## src/rtl/sap_memory_unit.sv

```systemverilog
// sap_memory_unit: memory stage of the 8-bit CPU.
// Holds the MAR, the MDR and a 2^ADDR_W x DATA_W RAM. In normal operation the
// control block's active-low strobes load MAR/MDR, write RAM[MAR] from MDR, or
// put RAM[MAR] on the shared bus. A byte-wide loader port with a valid/ready
// handshake can take ownership of the RAM and fill it sequentially from
// address 0 before the CPU runs.
//
// Ports:
//   clk, rst           clock, asynchronous active-high reset
//   bus_in             shared bus value (MAR takes the low ADDR_W bits)
//   mar_addr_load_n    low: MAR <= bus_in
//   mar_mem_load_n     low: MDR <= bus_in
//   ram_en_n           low: RAM[MAR] drives the bus (combinational)
//   ram_load_n         low: RAM[MAR] <= MDR
//   bus_out/bus_drive  read data (0 when not driving) and drive enable
//   mar_q, mdr_q       current MAR / MDR
//   ctrl_err           sticky flag: read and write strobed together
//   prog_mode          high: loader owns the RAM
//   prog_valid/data    loader byte handshake (input side)
//   prog_ready         loader byte is accepted on this edge when high
//   prog_done          every RAM word has been loaded
//   prog_count         words written in the current/last load
//
// state | meaning
// IDLE  | CPU owns RAM; control strobes active
// LOAD  | loader owns RAM; accepting bytes
// DONE  | all words loaded; waiting for prog_mode to drop
module sap_memory_unit #(
  parameter int ADDR_W = 4,
  parameter int DATA_W = 8
) (
  input  logic              clk,
  input  logic              rst,
  input  logic [DATA_W-1:0] bus_in,
  input  logic              mar_addr_load_n,
  input  logic              mar_mem_load_n,
  input  logic              ram_en_n,
  input  logic              ram_load_n,
  output logic [DATA_W-1:0] bus_out,
  output logic              bus_drive,
  output logic [ADDR_W-1:0] mar_q,
  output logic [DATA_W-1:0] mdr_q,
  output logic              ctrl_err,
  input  logic              prog_mode,
  input  logic              prog_valid,
  input  logic [DATA_W-1:0] prog_data,
  output logic              prog_ready,
  output logic              prog_done,
  output logic [ADDR_W:0]   prog_count
);

  typedef enum logic [1:0] {IDLE, LOAD, DONE} state_t;

  state_t            state_q, state_d;
  logic [ADDR_W-1:0] mar_d;
  logic [DATA_W-1:0] mdr_d;
  logic              ctrl_err_q, ctrl_err_d;
  logic              prog_ready_q, prog_ready_d;
  logic              prog_done_q, prog_done_d;
  logic [ADDR_W:0]   prog_count_q, prog_count_d;

  logic [DATA_W-1:0] ram_mem [0:(1<<ADDR_W)-1];
  logic              ram_we;
  logic [ADDR_W-1:0] ram_waddr;
  logic [DATA_W-1:0] ram_wdata;
  logic              last_word;

  // The load pointer and the word count are the same quantity; the low bits
  // address the RAM, the extra bit lets the count reach 2^ADDR_W.
  assign last_word = (prog_count_q[ADDR_W-1:0] == {ADDR_W{1'b1}});

  always_comb begin
    state_d      = state_q;
    mar_d        = mar_q;
    mdr_d        = mdr_q;
    ctrl_err_d   = ctrl_err_q;
    prog_ready_d = prog_ready_q;
    prog_done_d  = prog_done_q;
    prog_count_d = prog_count_q;
    ram_we       = 1'b0;
    ram_waddr    = mar_q;
    ram_wdata    = mdr_q;
    unique case (state_q)
      IDLE: begin
        if (!mar_addr_load_n) mar_d = bus_in[ADDR_W-1:0];
        if (!mar_mem_load_n)  mdr_d = bus_in;
        // Write uses pre-edge MAR/MDR; a simultaneous read makes it illegal.
        if (!ram_load_n) begin
          if (ram_en_n) ram_we = 1'b1;
          else          ctrl_err_d = 1'b1;
        end
        if (prog_mode) begin
          state_d      = LOAD;
          prog_ready_d = 1'b1;
          prog_done_d  = 1'b0;
          prog_count_d = '0;
        end
      end
      LOAD: begin
        // Dropping prog_mode aborts; it wins over a byte offered on that edge.
        if (!prog_mode) begin
          state_d      = IDLE;
          prog_ready_d = 1'b0;
        end else if (prog_valid && prog_ready_q) begin
          ram_we       = 1'b1;
          ram_waddr    = prog_count_q[ADDR_W-1:0];
          ram_wdata    = prog_data;
          prog_count_d = prog_count_q + 1'b1;
          if (last_word) begin
            state_d      = DONE;
            prog_ready_d = 1'b0;
            prog_done_d  = 1'b1;
          end
        end
      end
      DONE: begin
        if (!prog_mode) state_d = IDLE;
      end
      default: begin
        state_d      = IDLE;
        prog_ready_d = 1'b0;
      end
    endcase
    if (rst) ram_we = 1'b0;
  end

  always_ff @(posedge clk or posedge rst) begin
    if (rst) begin
      state_q      <= IDLE;
      mar_q        <= '0;
      mdr_q        <= '0;
      ctrl_err_q   <= 1'b0;
      prog_ready_q <= 1'b0;
      prog_done_q  <= 1'b0;
      prog_count_q <= '0;
    end else begin
      state_q      <= state_d;
      mar_q        <= mar_d;
      mdr_q        <= mdr_d;
      ctrl_err_q   <= ctrl_err_d;
      prog_ready_q <= prog_ready_d;
      prog_done_q  <= prog_done_d;
      prog_count_q <= prog_count_d;
    end
  end

  // RAM contents survive reset.
  always_ff @(posedge clk) begin
    if (ram_we) ram_mem[ram_waddr] <= ram_wdata;
  end

  assign bus_drive  = !rst && (state_q == IDLE) && !ram_en_n;
  assign bus_out    = bus_drive ? ram_mem[mar_q] : '0;
  assign ctrl_err   = ctrl_err_q;
  assign prog_ready = prog_ready_q;
  assign prog_done  = prog_done_q;
  assign prog_count = prog_count_q;

endmodule

```

## config.mk

```make
export PLATFORM = sky130hd
export DESIGN_NAME = sap_memory_unit
export DESIGN_NICKNAME = d
export VERILOG_FILES = /design/src/rtl/sap_memory_unit.sv
export SDC_FILE = /design/constraint.sdc
export NUM_CORES = 1
export LEC_CHECK = 0
export ABC_AREA = 0
export CORE_MARGIN = 2
export CORE_UTILIZATION = 50
export DETAILED_ROUTE_END_ITERATION = 10
export GPL_ROUTABILITY_DRIVEN = 0
export PLACE_DENSITY = 0.71
export SKIP_CTS_REPAIR_TIMING = 1
export SYNTH_ARGS = -nofsm -noshare
export SYNTH_HDL_FRONTEND = slang
export SYNTH_SLANG_ARGS = --single-unit
```

## constraint.sdc

```tcl
create_clock -name clk -period 8.7 [get_ports clk]
set_input_delay 2.61 -clock clk [delete_from_list [all_inputs] [get_ports clk]]
set_output_delay 2.61 -clock clk [all_outputs]
set_load 0.01 [all_outputs]
```

### Word-level counts from Yosys, hierarchy flattened

Memories as Yosys holds them, arrays and structs flattened.
Index checks and enable logic that the tools add are counted.
Widths: inputs -> output; s select.

* muxes and demuxes: 35
* bitwise gates (word level): 5
* reductions and logical operators: 14
* add/sub/neg operators: 1
* eq/ne operators: 10

Operator list (count)
* $mux 8: 4
* $mux 1: 15
* $mux 5: 3
* $mux 4: 3
* $reduce_and 4->1: 3
* $mux 2: 5
* $ne 2x2->1 const B: 5
* $pmux 5 s2: 1
* $ne 3x3->1 const B: 2
* $pmux 2 s3: 1
* $add 5x1->5 const B: 1
* $not 1->1: 5
* $reduce_and 5->1: 1
* $eq 4x4->1 const B: 1
* $pmux 1 s2: 2
* $reduce_and 2->1: 2
* $logic_and 1x1->1: 3
* $pmux 1 s3: 1
* $reduce_and 3->1: 1
* $eq 2x1->1 const B: 1
* $eq 2x2->1 const B: 1
* $logic_not 1->1: 2
* $logic_not 2->1: 1
* $reduce_bool 2->1: 1

* output and inout port bits: 29
* word-level logic and storage cells: 73
* RAM bits: 128
* bits of input ports: 24
* memories kept: 1
* bits in registers: 22

Memory list
* ram_mem: words 16, width 8, rd ports 1, clocked after Yosys merged registers in 0, write ports 1, RTL line 62 `logic [DATA_W-1:0] ram_mem [0:(1<<ADDR_W)-1];`

### Logic depth before layout (Yosys ltp)

Gate-level depths: netlist of the first run.

* depth after elaboration: 7
* gate-level depth with buffers: 7
* mapped depth without buffers: 5

### Worst setup path after synthesis of the first run

No wires, ideal clock.

* kind: input -> output
* start: input port rst
* end: output port bus_out[0]
* slack: 2.278 ns
* stages: 5
* data required time: 6.090 ns
* data arrival time: 3.812 ns
* path through: or4_4 -> inv_1 -> nand2_1 -> nor3_1 -> a221o_1

* cells in the longest elaborated chain, start to end: 4

RTL lines
* start: declaration: RTL line 33 `input logic rst,`
* $logic_not 1->1: RTL line 152 `assign bus_drive = !rst && (state_q == IDLE) && !ram_en_n;`
* $logic_and 1x1->1 (2 in series): RTL line 152
* via bus_drive: RTL line 40 `output logic bus_drive,`
* $mux 8: RTL line 153 `assign bus_out = bus_drive ? ram_mem[mar_q] : '0;`
* end: declaration: RTL line 39 `output logic [DATA_W-1:0] bus_out,`

The timed path passes the listed nets, and every way through them passes these cells.

### Worst setup path after layout of the first run

* start: input port rst
* end: output port bus_out[2]

* cells in the longest elaborated chain, start to end: 4

RTL lines (RTL line)
* $logic_not 1->1: 152
* $logic_and 1x1->1 (2 in series): 152
* $mux 8: 153

Every way passes these cells.

==> results of run 1 <==
[layer usage]
metal / vias up / track usage, %
met2: 124 / 34.4
li1: 1487 / -
met3: 27 / 5.29
met1: 1760 / 30.0
met4: 2 / 9.00
met5: - / 0
[metrics by stage]
stage / worst slack (ns) / total power, mW / instances / util (%)
4_1_cts: 1.05 / 1.75 / 562 / 61.0
6_report: 1.03 / 1.75 / 562 / 61.0
3_3_place_gp: 1.17 / 1.05 / 533 / 56.3
2_1_floorplan: 2.28 / 0.966 / 349 / -
3_5_place_dp: 1.10 / 1.05 / 533 / 56.3
5_1_grt: 0.949 / 1.80 / 562 / 61.0
[flip-flops by register name, summed over array words and instances (netlist names)]
register and count:
prog_count 5, state_q 2, mar_q 4, ctrl_err 1, ram_mem 128, prog_ready 1
prog_done 1, mdr_q 8
[where the power goes]
part / leakage [nW] / internal, mW / switching, mW
Clock: 0.274 / 0.444 / 0.268
Combinational: 0.737 / 0.0898 / 0.0927
Sequential: 1.42 / 0.817 / 0.0367
[area by class of cell]
cell class	count	area share [%]
Clock inverter	10	1.83
Clock buffer	19	5.91
Multi-Input combinational cell	174	22.0
Inverter	9	0.461
Tap cell	147	2.51
Timing Repair Buffer	53	7.21
Sequential cell	150	60.0
[cells in the final DEF (no fill, tap or decap), types with 2 or more instances in the layout]
| cell type | instances |
|---|---|
| a21oi_1 | 2 |
| a221o_1 | 4 |
| a22oi_1 | 3 |
| a32oi_1 | 4 |
| and3_1 | 3 |
| and4_1 | 2 |
| bufinv_16 | 3 |
| clkbuf_1 | 2 |
| clkbuf_16 | 17 |
| clkdlybuf4s50_1 | 52 |
| clkinv_1 | 2 |
| clkinv_2 | 4 |
| clkinvlp_4 | 2 |
| dfrtp_1 | 20 |
| dfrtp_2 | 2 |
| edfxtp_1 | 128 |
| inv_1 | 7 |
| mux2_2 | 31 |
| mux2i_1 | 6 |
| mux4_2 | 25 |
| nand2_1 | 11 |
| nand2b_1 | 2 |
| nand3_1 | 2 |
| nand4_1 | 2 |
| nor2_1 | 32 |
| nor2b_1 | 5 |
| nor3_1 | 5 |
| nor3_2 | 3 |
| nor3b_1 | 2 |
| o21ai_0 | 12 |
| o22ai_1 | 5 |
| xnor2_1 | 3 |
[critical path: stages]
cell and delay (ns):
clkdlybuf4s50_1 0.44, or4_4 0.60, inv_1 0.18, nand2_1 0.21
nor3_1 0.33, a221o_1 0.15, clkdlybuf4s50_1 0.54
[cell usage after synthesis (4+ instances only)]
library cell	number	area share, %
a221o_1	4	0.65
o21ai_0	12	0.98
inv_1	7	0.43
edfxtp_1	128	63
dfrtp_1	22	9.0
o22ai_1	5	0.51
mux2_2	31	5.7
nor2_1	32	2.0
nand2_1	11	0.67
buf_2	10	0.82
nor2b_1	5	0.51
mux2i_1	6	0.98
mux4_2	25	9.2
a32oi_1	4	0.57
nor3_1	5	0.41
[cells by family (layout without fill, tap and decap cells)]
family | after synthesis | in the layout | synth area share [%]
AOI/OAI and AO/OA | 34 | 34 | 3.78
DFF | 150 | 150 | 71.7
buffers and inverters | 25 | 91 | 1.98
muxes | 62 | 62 | 15.9
adders and majority gates | 1 | 1 | 0.204
and+or+nand+nor | 74 | 74 | 6.06
xor gates and xnor gates | 3 | 3 | 0.429
[path summary, 6_finish.rpt]
kind,end,start,depth (start not counted)
min in group asynchronous,state_q[0]$_DFFE_PP0P_,rst,2
worst max-delay path,bus_out[2],rst,7
worst max register to register,ram_mem[7][6]$_DFFE_PP_,state_q[1]$_DFFE_PP0P_,5
worst min-delay path,ctrl_err$_DFFE_PP0P_,ctrl_err$_DFFE_PP0P_,1
max in group asynchronous,mar_q[0]$_DFFE_PP0P_,rst,2
worst min register to register,ctrl_err$_DFFE_PP0P_,ctrl_err$_DFFE_PP0P_,1
==> flow_metrics.tcl, run 1 <==
set metrics [dict create \
    post-route-min-period_ns 7.67 \
    status "complete, no violations" \
    syn_area_um2 6130 \
    multiInputGateArea_um2 1610 \
    setup_viol 0 \
    rows 40 \
    reg2reg_slack_ns 5.94 \
    fin_area_um2 7320 \
    die-width_um 115 \
    area_growth_pct 19.5 \
    dieHeight_um 115 \
    drt_wl_total_mm 13.4 \
    crit_fanout 7 \
    clock_sinks 150 \
    synthArstFlopShare_pct 14.7 \
    cp.required_ns 6.09 \
    drv_cap 0 \
    grt_antenna_before_repair 1 \
    drtPass1Iterations 7 \
    grt.overflow.total 0 \
    synth-main-ff-cell "edfxtp_1" \
    wl_per_cell_um 23.8 \
    end_kind "primary output" \
    hold_viol 0 \
    drive_above_1_share_pct 21.9 \
    min_path_type "reg -> reg" \
    drv_slew 0 \
    fillCellCount 904 \
    route.detailed.drc 0 \
    start_util_pct 51.0 \
    clockRootBuffer "clkbuf_16" \
    ant_nets 0 \
    drt_iter0_markers 350 \
    synth_seq_area_share_pct 71.7 \
    seqCellArea_um2 4400 \
    postSynthNetCount 374 \
    top_layer "met5" \
    final.setup_skew_ns 0.00762 \
    start_kind "input pin" \
    die_area_um2 13200 \
    p_leak_nw 2.43 \
    h-tree-depth 4 \
    ir_worst_vdd_uv 128 \
    placed_area_um2 6760 \
    power_density_nw_per_um2 239 \
    port_buffers 52 \
    rsz0062_at_grt "no" \
    grt_use_total_pct 21.9 \
    worstSkewPairLatency_ns 0.42 \
    cts_tree "yes" \
    avgSynthCellArea_um2 17.6 \
    ios 53 \
    grt_pass1_vias 3496 \
    post-route-period-util_pct 88.2 \
    yosys_warnings 0 \
    dp_hpwl_mm 8.20 \
    maxSlewHeadroom_pct 25.1 \
    ys_ff_latch 150 \
    vias 3400 \
    clockBufferDepth 2 \
    setup_tns_ns 0 \
    antenna_cells 0 \
    path_clk_slew_ns 0.06 \
    fmax_ghz 0.130 \
    grt_pass1_wl_mm 20.2 \
    holdWs_ns 0.479 \
    worstMarginPinSlew_ns 1.12 \
    synth_cells 349 \
    synth_edf_count 128 \
    cts_made_buffers 17 \
    synth_cell_types 39 \
    path_class "in -> out" \
    routed_via_density 6.05 \
    wl_met3_um 725 \
    wl_met1_mm 5.79 \
    core-area_um2 12000 \
    nets 430 \
    grt_max_degree 47 \
    arrival_ns 5.06 \
    wl_met2_mm 6.54 \
]
No activity file was read; power rests on OpenSTA's default activity.
==> run 2: changes to the inputs <==
CORE_ASPECT_RATIO = 1.75   (was unset)
PLACE_DENSITY = 0.79   (was 0.71)
==> run 2 against run 1 <==
Compared with the run above: first-iteration DRC count grew 1.7%; non-clock buffer count increased by 1; sequential cell count is the same; sequential share of layout area decreased by 0.60 points; core utilization grew 0.66 points; critical endpoint is now bus_out[3]; clock skew fell by 0.00082 ns; cell area up 1.0%; worst hold slack better by 0.0021 ns.
==> flow_metrics.tcl, run 2 (synthesis results as in run 1) <==
set metrics [dict create \
    status "complete, no violations" \
    final.setup_skew_ns 0.00680 \
    crit_fanout 7 \
    fmax_ghz 0.130 \
    routed_via_density 5.90 \
    nets 431 \
    dp.cells 552 \
    layout_commonest_cell "edfxtp_1" \
    grt.overflow.total 0 \
    grt_antenna_before_repair 0 \
    grt_pass1_wl_mm 21.1 \
    place_ws_ns 1.03 \
    drt_iter0_markers 356 \
    start_kind "input pin" \
    layout.cells.non_filler 583 \
    postLayoutCoreUtil_pct 61.6 \
    cts_tree "yes" \
    h-tree-depth 4 \
    dieHeight_um 150 \
    worstSkewPairLatency_ns 0.42 \
    setup_viol 0 \
    power_density_nw_per_um2 243 \
    antenna_cells 0 \
    hold_viol 0 \
    grt_max_degree 47 \
    ios 53 \
    wl_per_cell_um 23.4 \
    cts_made_buffers 17 \
    route.detailed.drc 0 \
    grt_use_total_pct 22.5 \
    crit_family "buffers and inverters" \
    ant_nets 0 \
    worstPathCellList "clkdlybuf4s50_1 > or4_4 > nor3_2 > a22oi_1 > o21ai_0 > clkdlybuf4s50_1" \
    post-route-min-period_ns 7.72 \
    fin_area_um2 7400 \
    p_leak_nw 2.45 \
    vias 3439 \
    rows 53 \
    path_class "in -> out" \
    maxSlewHeadroom_pct 33.0 \
    worst_slack_ns 0.981 \
    worstMarginPinSlew_ns 1.00 \
    cp.required_ns 6.09 \
    drv_slew 0 \
    top_register "ram_mem" \
    final_cell_mix "128 x edfxtp_1, 52 x clkdlybuf4s50_1, 32 x nor2_1, 31 x mux2_2, 25 x mux4_2" \
    end_kind "primary output" \
    die-width_um 87.7 \
    drtPass1Iterations 5 \
    clockBufferDepth 2 \
    largest_reg_flops 128 \
    rsz0062_at_grt "no" \
    cp_num_buf_inv 2 \
    ir_worst_vdd_uv 171 \
    min_path_type "reg -> reg" \
    post-route-period-util_pct 88.7 \
    start_util_pct 51.1 \
    crit_top_cell "clkdlybuf4s50_1" \
    drive_above_1_share_pct 22.2 \
    grt_pass1_vias 3687 \
    area_growth_pct 20.7 \
    clock_sinks 150 \
    setup_tns_ns 0 \
    critPathSlowestCell "clkdlybuf4s50_1" \
    die_area_um2 13200 \
    drv_cap 0 \
    holdWs_ns 0.482 \
    clockRootBuffer "clkbuf_16" \
    dp_hpwl_mm 9.06 \
    placed_area_um2 6790 \
    port_buffers 52 \
    max_stage_delay_ns 0.61 \
    drt_wl_total_mm 13.7 \
    path_clk_slew_ns 0.06 \
    power.total_mw 1.79 \
    arrival_ns 5.11 \
    core-area_um2 12000 \
]
[run 2: area by class of cell]
cell class	instances	area (um2)
multi-input combinational	174	1610
tap	165	206
clock inverter	12	178
timing repair buffer	54	536
clock buffer	19	433
fill	836	4610
sequential	150	4400
inverter	9	33.8
[run 2: worst reg2reg max path, cell delays in order, from the launching register on]
cell and delay [ns]:
dfrtp_1 0.46, nand2b_1 0.33, nor2b_1 0.19, buf_4 0.27
mux2_2 0.42, nor2_1 0.75
[run 2: routing by layer]
layer | wire (um) | vias up | global-route usage (%)
met5 | 0 | - | 0
met3 | 816 | 39 | 5.10
met2 | 7700 | 176 | 39.8
li1 | - | 1493 | -
met1 | 4630 | 1731 | 25.2
met4 | 524 | 0 | 10.5
[run 2: path summary, 6_finish.rpt]
| check | startpoint | endpoint | slack [ns] | cells past startpoint |
|---|---|---|---|---|
| setup / recovery | rst | bus_out[3] | 0.98 | 6 |
| hold / removal | ctrl_err$_DFFE_PP0P_ | ctrl_err$_DFFE_PP0P_ | 0.48 | 1 |
| setup reg to reg | state_q[1]$_DFFE_PP0P_ | ram_mem[15][4]$_DFFE_PP_ | 5.90 | 5 |
| hold reg to reg | ctrl_err$_DFFE_PP0P_ | ctrl_err$_DFFE_PP0P_ | 0.48 | 1 |
| max in group asynchronous | rst | mar_q[0]$_DFFE_PP0P_ | 5.36 | 2 |
| min in group asynchronous | rst | mar_q[3]$_DFFE_PP0P_ | 2.75 | 2 |
[run 2: where the power goes]
| group | leakage [nW] | internal, mW | switching (mW) |
|---|---|---|---|
| registers | 1.42 | 0.817 | 0.0237 |
| logic | 0.742 | 0.0900 | 0.103 |
| clock network | 0.287 | 0.479 | 0.282 |
